File: config.mk
export PLATFORM = sky130hd
export DESIGN_NAME = rx_peak_detector
export DESIGN_NICKNAME = d
export VERILOG_FILES = /design/src/rtl/rx_peak_detector.sv
export SDC_FILE = /design/constraint.sdc
export NUM_CORES = 2
export LEC_CHECK = 0
export CORE_MARGIN = 2
export CORE_UTILIZATION = 45
export CTS_CLUSTER_SIZE = 30
export DETAILED_ROUTE_END_ITERATION = 8
export GPL_TIMING_DRIVEN = 0
export HOLD_SLACK_MARGIN = 0.03
export PLACE_DENSITY_LB_ADDON = 0.1
export SYNTH_ARGS = -nofsm -noshare
export SYNTH_HDL_FRONTEND = slang
export SYNTH_SLANG_ARGS = --single-unit
File: constraint.sdc
create_clock -name crx_clk -period 53.6 [get_ports crx_clk]
set_clock_uncertainty 0.15 [all_clocks]
set_input_delay 13.4 -clock crx_clk [delete_from_list [all_inputs] [get_ports crx_clk]]
set_output_delay 13.4 -clock crx_clk [all_outputs]
set_load 0.005 [all_outputs]
File: src/rtl/rx_peak_detector.sv
// rx_peak_detector
// Picks the strongest of NUM_CODES correlation channels for every sample,
// arms when that magnitude crosses ithreshold, tracks the true peak over a
// fixed window of samples and strobes code / timestamp / magnitude once.
//
// state     | meaning
// ----------+-------------------------------------------------------------
// S_IDLE    | waiting for a stage-2 best magnitude strictly above threshold
// S_SEARCH  | inside the window, keeping the largest (earliest on ties) peak
// S_REPORT  | single-cycle strobe of the latched peak
// S_HOLDOFF | counting ignored samples before re-arming
module rx_peak_detector #(
    parameter int NUM_CODES   = 16,
    parameter int CORR_WIDTH  = 41,
    parameter int WINDOW_LEN  = 64,
    parameter int HOLDOFF_LEN = 256,
    parameter int TS_WIDTH    = 32,
    localparam int CODE_W     = $clog2(NUM_CODES),
    localparam int MAG_W      = CORR_WIDTH - 1
) (
    input  logic                            crx_clk,
    input  logic                            rrx_rst,
    input  logic                            erx_en,
    input  logic                            icorr_valid,
    input  logic [NUM_CODES*CORR_WIDTH-1:0] icorrelation_results,
    input  logic [MAG_W-1:0]                ithreshold,
    output logic                            odetect_valid,
    output logic [CODE_W-1:0]               odetect_code,
    output logic [TS_WIDTH-1:0]             odetect_time,
    output logic [MAG_W-1:0]                odetect_peak,
    output logic                            obusy
);

    localparam int WIN_W  = 16;
    localparam int HOLD_W = $clog2(HOLDOFF_LEN + 1) + 1;

    typedef enum logic [1:0] {
        S_IDLE    = 2'd0,
        S_SEARCH  = 2'd1,
        S_REPORT  = 2'd2,
        S_HOLDOFF = 2'd3
    } state_t;

    state_t state, state_nxt;

    logic                            in_valid;
    logic [NUM_CODES*CORR_WIDTH-1:0] in_data;
    logic [TS_WIDTH-1:0]             ts_cnt;
    logic [TS_WIDTH-1:0]             in_tag;

    logic                            s1_valid;
    logic [MAG_W-1:0]                s1_mag [NUM_CODES];
    logic [TS_WIDTH-1:0]             s1_tag;

    logic [MAG_W-1:0]                arg_mag;
    logic [CODE_W-1:0]               arg_code;

    logic                            s2_valid;
    logic [MAG_W-1:0]                s2_mag;
    logic [CODE_W-1:0]               s2_code;
    logic [TS_WIDTH-1:0]             s2_tag;

    logic [MAG_W-1:0]                peak_mag;
    logic [CODE_W-1:0]               peak_code;
    logic [TS_WIDTH-1:0]             peak_tag;

    logic [MAG_W-1:0]                rep_mag;
    logic [CODE_W-1:0]               rep_code;
    logic [TS_WIDTH-1:0]             rep_tag;

    logic [WIN_W-1:0]                win_cnt, win_cnt_nxt;
    logic [HOLD_W-1:0]               hold_cnt, hold_cnt_nxt;
    logic                            peak_load;

    // |v| in MAG_W bits; only the most negative code has bit MAG_W set after
    // negation, and that one saturates to all ones.
    function automatic logic [MAG_W-1:0] abs_sat(input logic [CORR_WIDTH-1:0] v);
        logic [CORR_WIDTH-1:0] u;
        u = v[CORR_WIDTH-1] ? (~v + CORR_WIDTH'(1)) : v;
        if (u[MAG_W])
            return '1;
        return u[MAG_W-1:0];
    endfunction

    // Accept a result set and stamp it with the pre-increment timestamp
    always_ff @(posedge crx_clk) begin
        if (rrx_rst) begin
            in_valid <= 1'b0;
            ts_cnt   <= '0;
        end else if (erx_en) begin
            in_valid <= icorr_valid;
            if (icorr_valid)
                ts_cnt <= ts_cnt + TS_WIDTH'(1);
        end
    end

    // Input data register; contents qualified by in_valid, so no reset
    always_ff @(posedge crx_clk) begin
        if (erx_en && icorr_valid) begin
            in_data <= icorrelation_results;
            in_tag  <= ts_cnt;
        end
    end

    // Pipeline valid flags, frozen with erx_en
    always_ff @(posedge crx_clk) begin
        if (rrx_rst) begin
            s1_valid <= 1'b0;
            s2_valid <= 1'b0;
        end else if (erx_en) begin
            s1_valid <= in_valid;
            s2_valid <= s1_valid;
        end
    end

    // Stage 1: per-code saturated magnitude
    always_ff @(posedge crx_clk) begin
        if (erx_en) begin
            for (int k = 0; k < NUM_CODES; k++)
                s1_mag[k] <= abs_sat(in_data[k*CORR_WIDTH +: CORR_WIDTH]);
            s1_tag <= in_tag;
        end
    end

    // Argmax with strict compare so the lowest index wins a tie
    always_comb begin
        arg_mag  = s1_mag[0];
        arg_code = '0;
        for (int k = 1; k < NUM_CODES; k++) begin
            if (s1_mag[k] > arg_mag) begin
                arg_mag  = s1_mag[k];
                arg_code = CODE_W'(k);
            end
        end
    end

    // Stage 2: register the strongest code of the set
    always_ff @(posedge crx_clk) begin
        if (erx_en) begin
            s2_mag  <= arg_mag;
            s2_code <= arg_code;
            s2_tag  <= s1_tag;
        end
    end

    // FSM state register
    always_ff @(posedge crx_clk) begin
        if (rrx_rst)
            state <= S_IDLE;
        else if (erx_en)
            state <= state_nxt;
    end

    // FSM next state plus window / holdoff counter updates
    always_comb begin
        state_nxt    = state;
        win_cnt_nxt  = win_cnt;
        hold_cnt_nxt = hold_cnt;
        peak_load    = 1'b0;
        case (state)
            S_IDLE: begin
                if (s2_valid && (s2_mag > ithreshold)) begin
                    peak_load   = 1'b1;
                    win_cnt_nxt = WIN_W'(1);
                    state_nxt   = (WINDOW_LEN == 1) ? S_REPORT : S_SEARCH;
                end
            end
            S_SEARCH: begin
                if (s2_valid) begin
                    if (s2_mag > peak_mag)
                        peak_load = 1'b1;
                    win_cnt_nxt = win_cnt + WIN_W'(1);
                    if (win_cnt_nxt == WIN_W'(WINDOW_LEN))
                        state_nxt = S_REPORT;
                end
            end
            S_REPORT: begin
                // a sample arriving during the strobe is the first holdoff sample
                if (HOLDOFF_LEN == 0) begin
                    state_nxt = S_IDLE;
                end else begin
                    hold_cnt_nxt = s2_valid ? HOLD_W'(1) : '0;
                    state_nxt    = (hold_cnt_nxt == HOLD_W'(HOLDOFF_LEN)) ? S_IDLE : S_HOLDOFF;
                end
            end
            S_HOLDOFF: begin
                if (s2_valid) begin
                    hold_cnt_nxt = hold_cnt + HOLD_W'(1);
                    if (hold_cnt_nxt == HOLD_W'(HOLDOFF_LEN))
                        state_nxt = S_IDLE;
                end
            end
            default: state_nxt = S_IDLE;
        endcase
    end

    // Counters, latched peak and the held report values
    always_ff @(posedge crx_clk) begin
        if (rrx_rst) begin
            win_cnt   <= '0;
            hold_cnt  <= '0;
            peak_mag  <= '0;
            peak_code <= '0;
            peak_tag  <= '0;
            rep_mag   <= '0;
            rep_code  <= '0;
            rep_tag   <= '0;
        end else if (erx_en) begin
            win_cnt  <= win_cnt_nxt;
            hold_cnt <= hold_cnt_nxt;
            if (peak_load) begin
                peak_mag  <= s2_mag;
                peak_code <= s2_code;
                peak_tag  <= s2_tag;
            end
            if (state == S_REPORT) begin
                rep_mag  <= peak_mag;
                rep_code <= peak_code;
                rep_tag  <= peak_tag;
            end
        end
    end

    // Outputs: live peak during the strobe, held copy afterwards
    always_comb begin
        odetect_valid = (state == S_REPORT);
        obusy         = (state != S_IDLE);
        if (state == S_REPORT) begin
            odetect_code = peak_code;
            odetect_time = peak_tag;
            odetect_peak = peak_mag;
        end else begin
            odetect_code = rep_code;
            odetect_time = rep_tag;
            odetect_peak = rep_mag;
        end
    end

endmodule

==> out/qor.csv <==
stage,metric,value,unit
die,die area,211000,sq um
worst_setup_path,CP peak stage delay,0.61,ns
synth,Adder-Cell Fraction of Synth Area,9.30,%
worst_setup_path,WS Path Type,flip-flop to flip-flop,
sta,Worst-Margin Slew,1.36,ns
synth,"Cell Area, Synth",93400,sq um
worst_setup_path,Startpoint Class,flip-flop,
synth,post-synthesis cell type count,98,
cts,CTS tree,built,
global_route,vias in the first global route,69400,
synth,Post-synth top flop,edfxtp_1,
layout,# nets final,11000,
worst_setup_path,WP data required,54.00,ns
synth,Mapped Nets,10000,
placement,Final Wtd Congestion,0.979,
synth,cell count after synthesis,8642,
outcome,run status,finished clean,
die,Initial Util,45.2,%
sta,fin crit period,50.75,ns
min_path,hold path depth,0,
synth,ys async rst share,0,%
worst_setup_path,beginning of the critical path,s1_mag[0][75],
cts,Root Buffer,clkbuf_16,
die,top-level I/O count,778,
synth,number of synthesized flops with an enable pin,1436,
worst_setup_path,start of the worst register-to-register path,s1_mag[0][75],
worst_setup_path,worst flop-to-flop path endpoint,s2_mag[17],
worst_setup_path,Worst path most repeated cell,a21oi_1,
die,Horiz. Die Dim,460,um
worst_setup_path,reg2reg setup slack,2.85,ns
flow_run,max-cap violations,0,
synth,post-synthesis simple-gate area fraction,14.3,%
worst_setup_path,CP max FO,10,
min_path,worst min-delay path category,flip-flop to flip-flop,
sta,Rel. slew slack,8.70,%
synth,mean area per synthesized cell,10.8,sq um
sta,Slew Limit Fails,0,
cts,clock sinks,1651,
die,die height,460,um
worst_setup_path,"Arr. time, crit path",51.14,ns
synth,number of synthesized register bits,1651,
drt,post-DR vias/cell,5.66,
layout,share of post-route cells with drive strength above 1,8.56,%
drt,DR vias,70700,
placement,I/O Buffers,776,
drt,Antenna Violating Nets Remaining,0,
cts,clk buf depth,3,
synth,mux share of post-synthesis cell area,5.49,%
die,std cell rows,167,
synth,largest family of logic cells by synthesized area,simple AND/OR/NAND/NOR gates,
global_route,total gr overflow,0,
global_route,first-pass GRT wire length,450000,um
cts,CTS Buf Count,180,
sta,Fmax,0.0197,GHz
layout,P&R area growth vs syn,19.4,%
placement,Placed Area,105000,sq um
drt,Initial DRT Pass Iterations,6,
cts,CTS H-tree depth,4,
drt,1st-iter DRT viols,6518,
sta,setup violators final,0,
sta,Final Hold Viols,0,
global_route,initial antenna violation count,29,
drt,post-DR wirelength/cell,24.9,um
layout,Layout Utilization,54.0,%
global_route,GR Util All Layers,28.7,%
worst_setup_path,CP endpoint,s2_mag[17],
cts,Clock Latency Late Sink,0.86,ns
cts,CTS hold repair buffers,0,
synth,compound-gate portion of the synthesized area,11.0,%
layout,design area,112000,sq um
sta,period utilization,94.7,%
synth,post-synthesis sequential area ratio,50.8,%
worst_setup_path,slowest CP cell,a21oi_1,
worst_setup_path,r2r worst-path depth,235,
placement,HPWL Detailed,252000,um
worst_setup_path,Critical Path End Type,flip-flop,
cts,"CTS clk-pin slew, worst paths",0.06,ns
die,core region area,207000,sq um
global_route,largest net degree at the start of global routing,123,
synth,Post-Synth XOR/XNOR Area,5.59,%
drt,Post-Route WL,311000,um
drt,DRC,0,
synth,Ys Warns,0,
==> timing repair <==
item                                    CTS  global route
endpoints found under the setup margin   44            44
resized for setup                        72           131
pin swaps                                 0             4
buffers inserted                          0             9
==> worst min path at each step <==
stage	startpoint	to	slack, ns
after floorplan	in_tag[0]	s1_tag[0]	0.25
after global placement	s1_tag[10]	s2_tag[10]	0.25
after CTS	s1_tag[6]	s2_tag[6]	0.27
after global routing	s1_tag[6]	s2_tag[6]	0.27
final	in_tag[23]	s1_tag[23]	0.27
after detailed placement	in_tag[11]	s1_tag[11]	0.25
==> cells by family (layout without fill, tap and decap cells) <==
logic type               Yosys count  in the layout
AND/OR/NAND/NOR                 2737           2737
flip-flops                      1651           1651
adder cells (fa/ha/maj)          695            695
multiplexers                     483            483
XOR/XNOR                         596            596
AO/OA/AOI/OAI                   1608           1608
buffers and inverters            872           2013
other                              0             16
==> placed cells by master (no fill, tap or decap), types with 66 or more instances in the layout <==
master,count
a31oi_1,109
clkdlybuf4s50_1,775
nand4_1,168
nor2b_1,96
clkbuf_1,276
mux2_2,236
dfxtp_1,215
or2_2,66
inv_1,529
or3_1,102
nor4_1,67
ha_1,692
o41ai_1,81
nand2_1,1114
o31ai_1,179
o21ai_0,494
or4_1,124
edfxtp_1,1436
nor2_1,463
a21oi_1,332
xor2_1,566
nand3_1,88
nor3_1,170
a21o_1,154
clkbuf_16,180
nand2b_1,124
mux2i_1,231
==> layout make-up <==
type / instances / area, sq um
plain buffers: 338 / 1460
inverters: 532 / 2000
fillers: 17900 / 95100
multi-input cells: 6119 / 43000
flip-flops and latches: 1651 / 47400
well taps: 2704 / 3380
clock inverters: 125 / 1250
diodes: 16 / 40.0
repair buffers: 805 / 8350
clock buffers: 213 / 4650
==> per-layer routing <==
layer	vias up	global-route usage (%)	share of wire, %
li1	33700	-	-
met5	-	0	0
met3	513	3.63	5.7
met2	2393	45.1	45
met1	34200	38.4	43
met4	0	16.3	6.1
==> critical path: cells and delay by family (launching register included) <==
kind / cells / cell delay [ns]
compound gates: 124 / 26.15
simple gates: 56 / 8.56
fa+ha+maj: 15 / 4.43
buf+inv: 31 / 7.76
mux: 9 / 2.82
flops: 1 / 0.44
==> cells in the mapped netlist, drive strengths merged, types with 45 or more instances <==
cell    instances  share of area, %
or2            66              0.44
nor3          208               1.4
or4           125               1.0
nand3          88              0.47
nor2          465               1.9
or3           102              0.68
nand4         169               1.1
nand2        1116               4.5
nand2b        124              0.83
nor4           72              0.50
a21oi         341               1.8
clkbuf        295               1.2
o21ai         545               2.9
buf            45              0.27
mux2i         247               2.6
dfxtp         215               4.6
inv           531               2.1
xor2          566               5.3
edfxtp       1436                46
o31ai         179               1.4
mux2          236               2.8
o41ai         114               1.3
a31oi         117              0.79
nor2b          96              0.64
a21o          154               1.2
ha            692               9.3
and3           51              0.34
==> flip-flops by register name, indices dropped and copies added (netlist names), 16 cells and up <==
register and count:
ts_cnt 32, s1_tag 32, win_cnt 16, in_tag 32
rep_mag 40, s1_mag 640, peak_tag 32, peak_mag 40
s2_tag 32, rep_tag 32, in_data 656, s2_mag 40
==> metrics by stage <==
step	setup slack [ns]	TNS, ns	std cells	hold slack, ns
final	2.85	0	12500	0.267
after detailed placement	-5.04	-213.32	12100	0.255
after floorplan	10.04	0	8642	0.250
after CTS	0.0730	0	12500	0.267
after global routing	-0.0520	-0.365	12500	0.269
after global placement	-17.53	-	12100	0.253
Power is not shown: default switching activity piles up to over one toggle a cycle in this logic, so the estimate is an artifact.
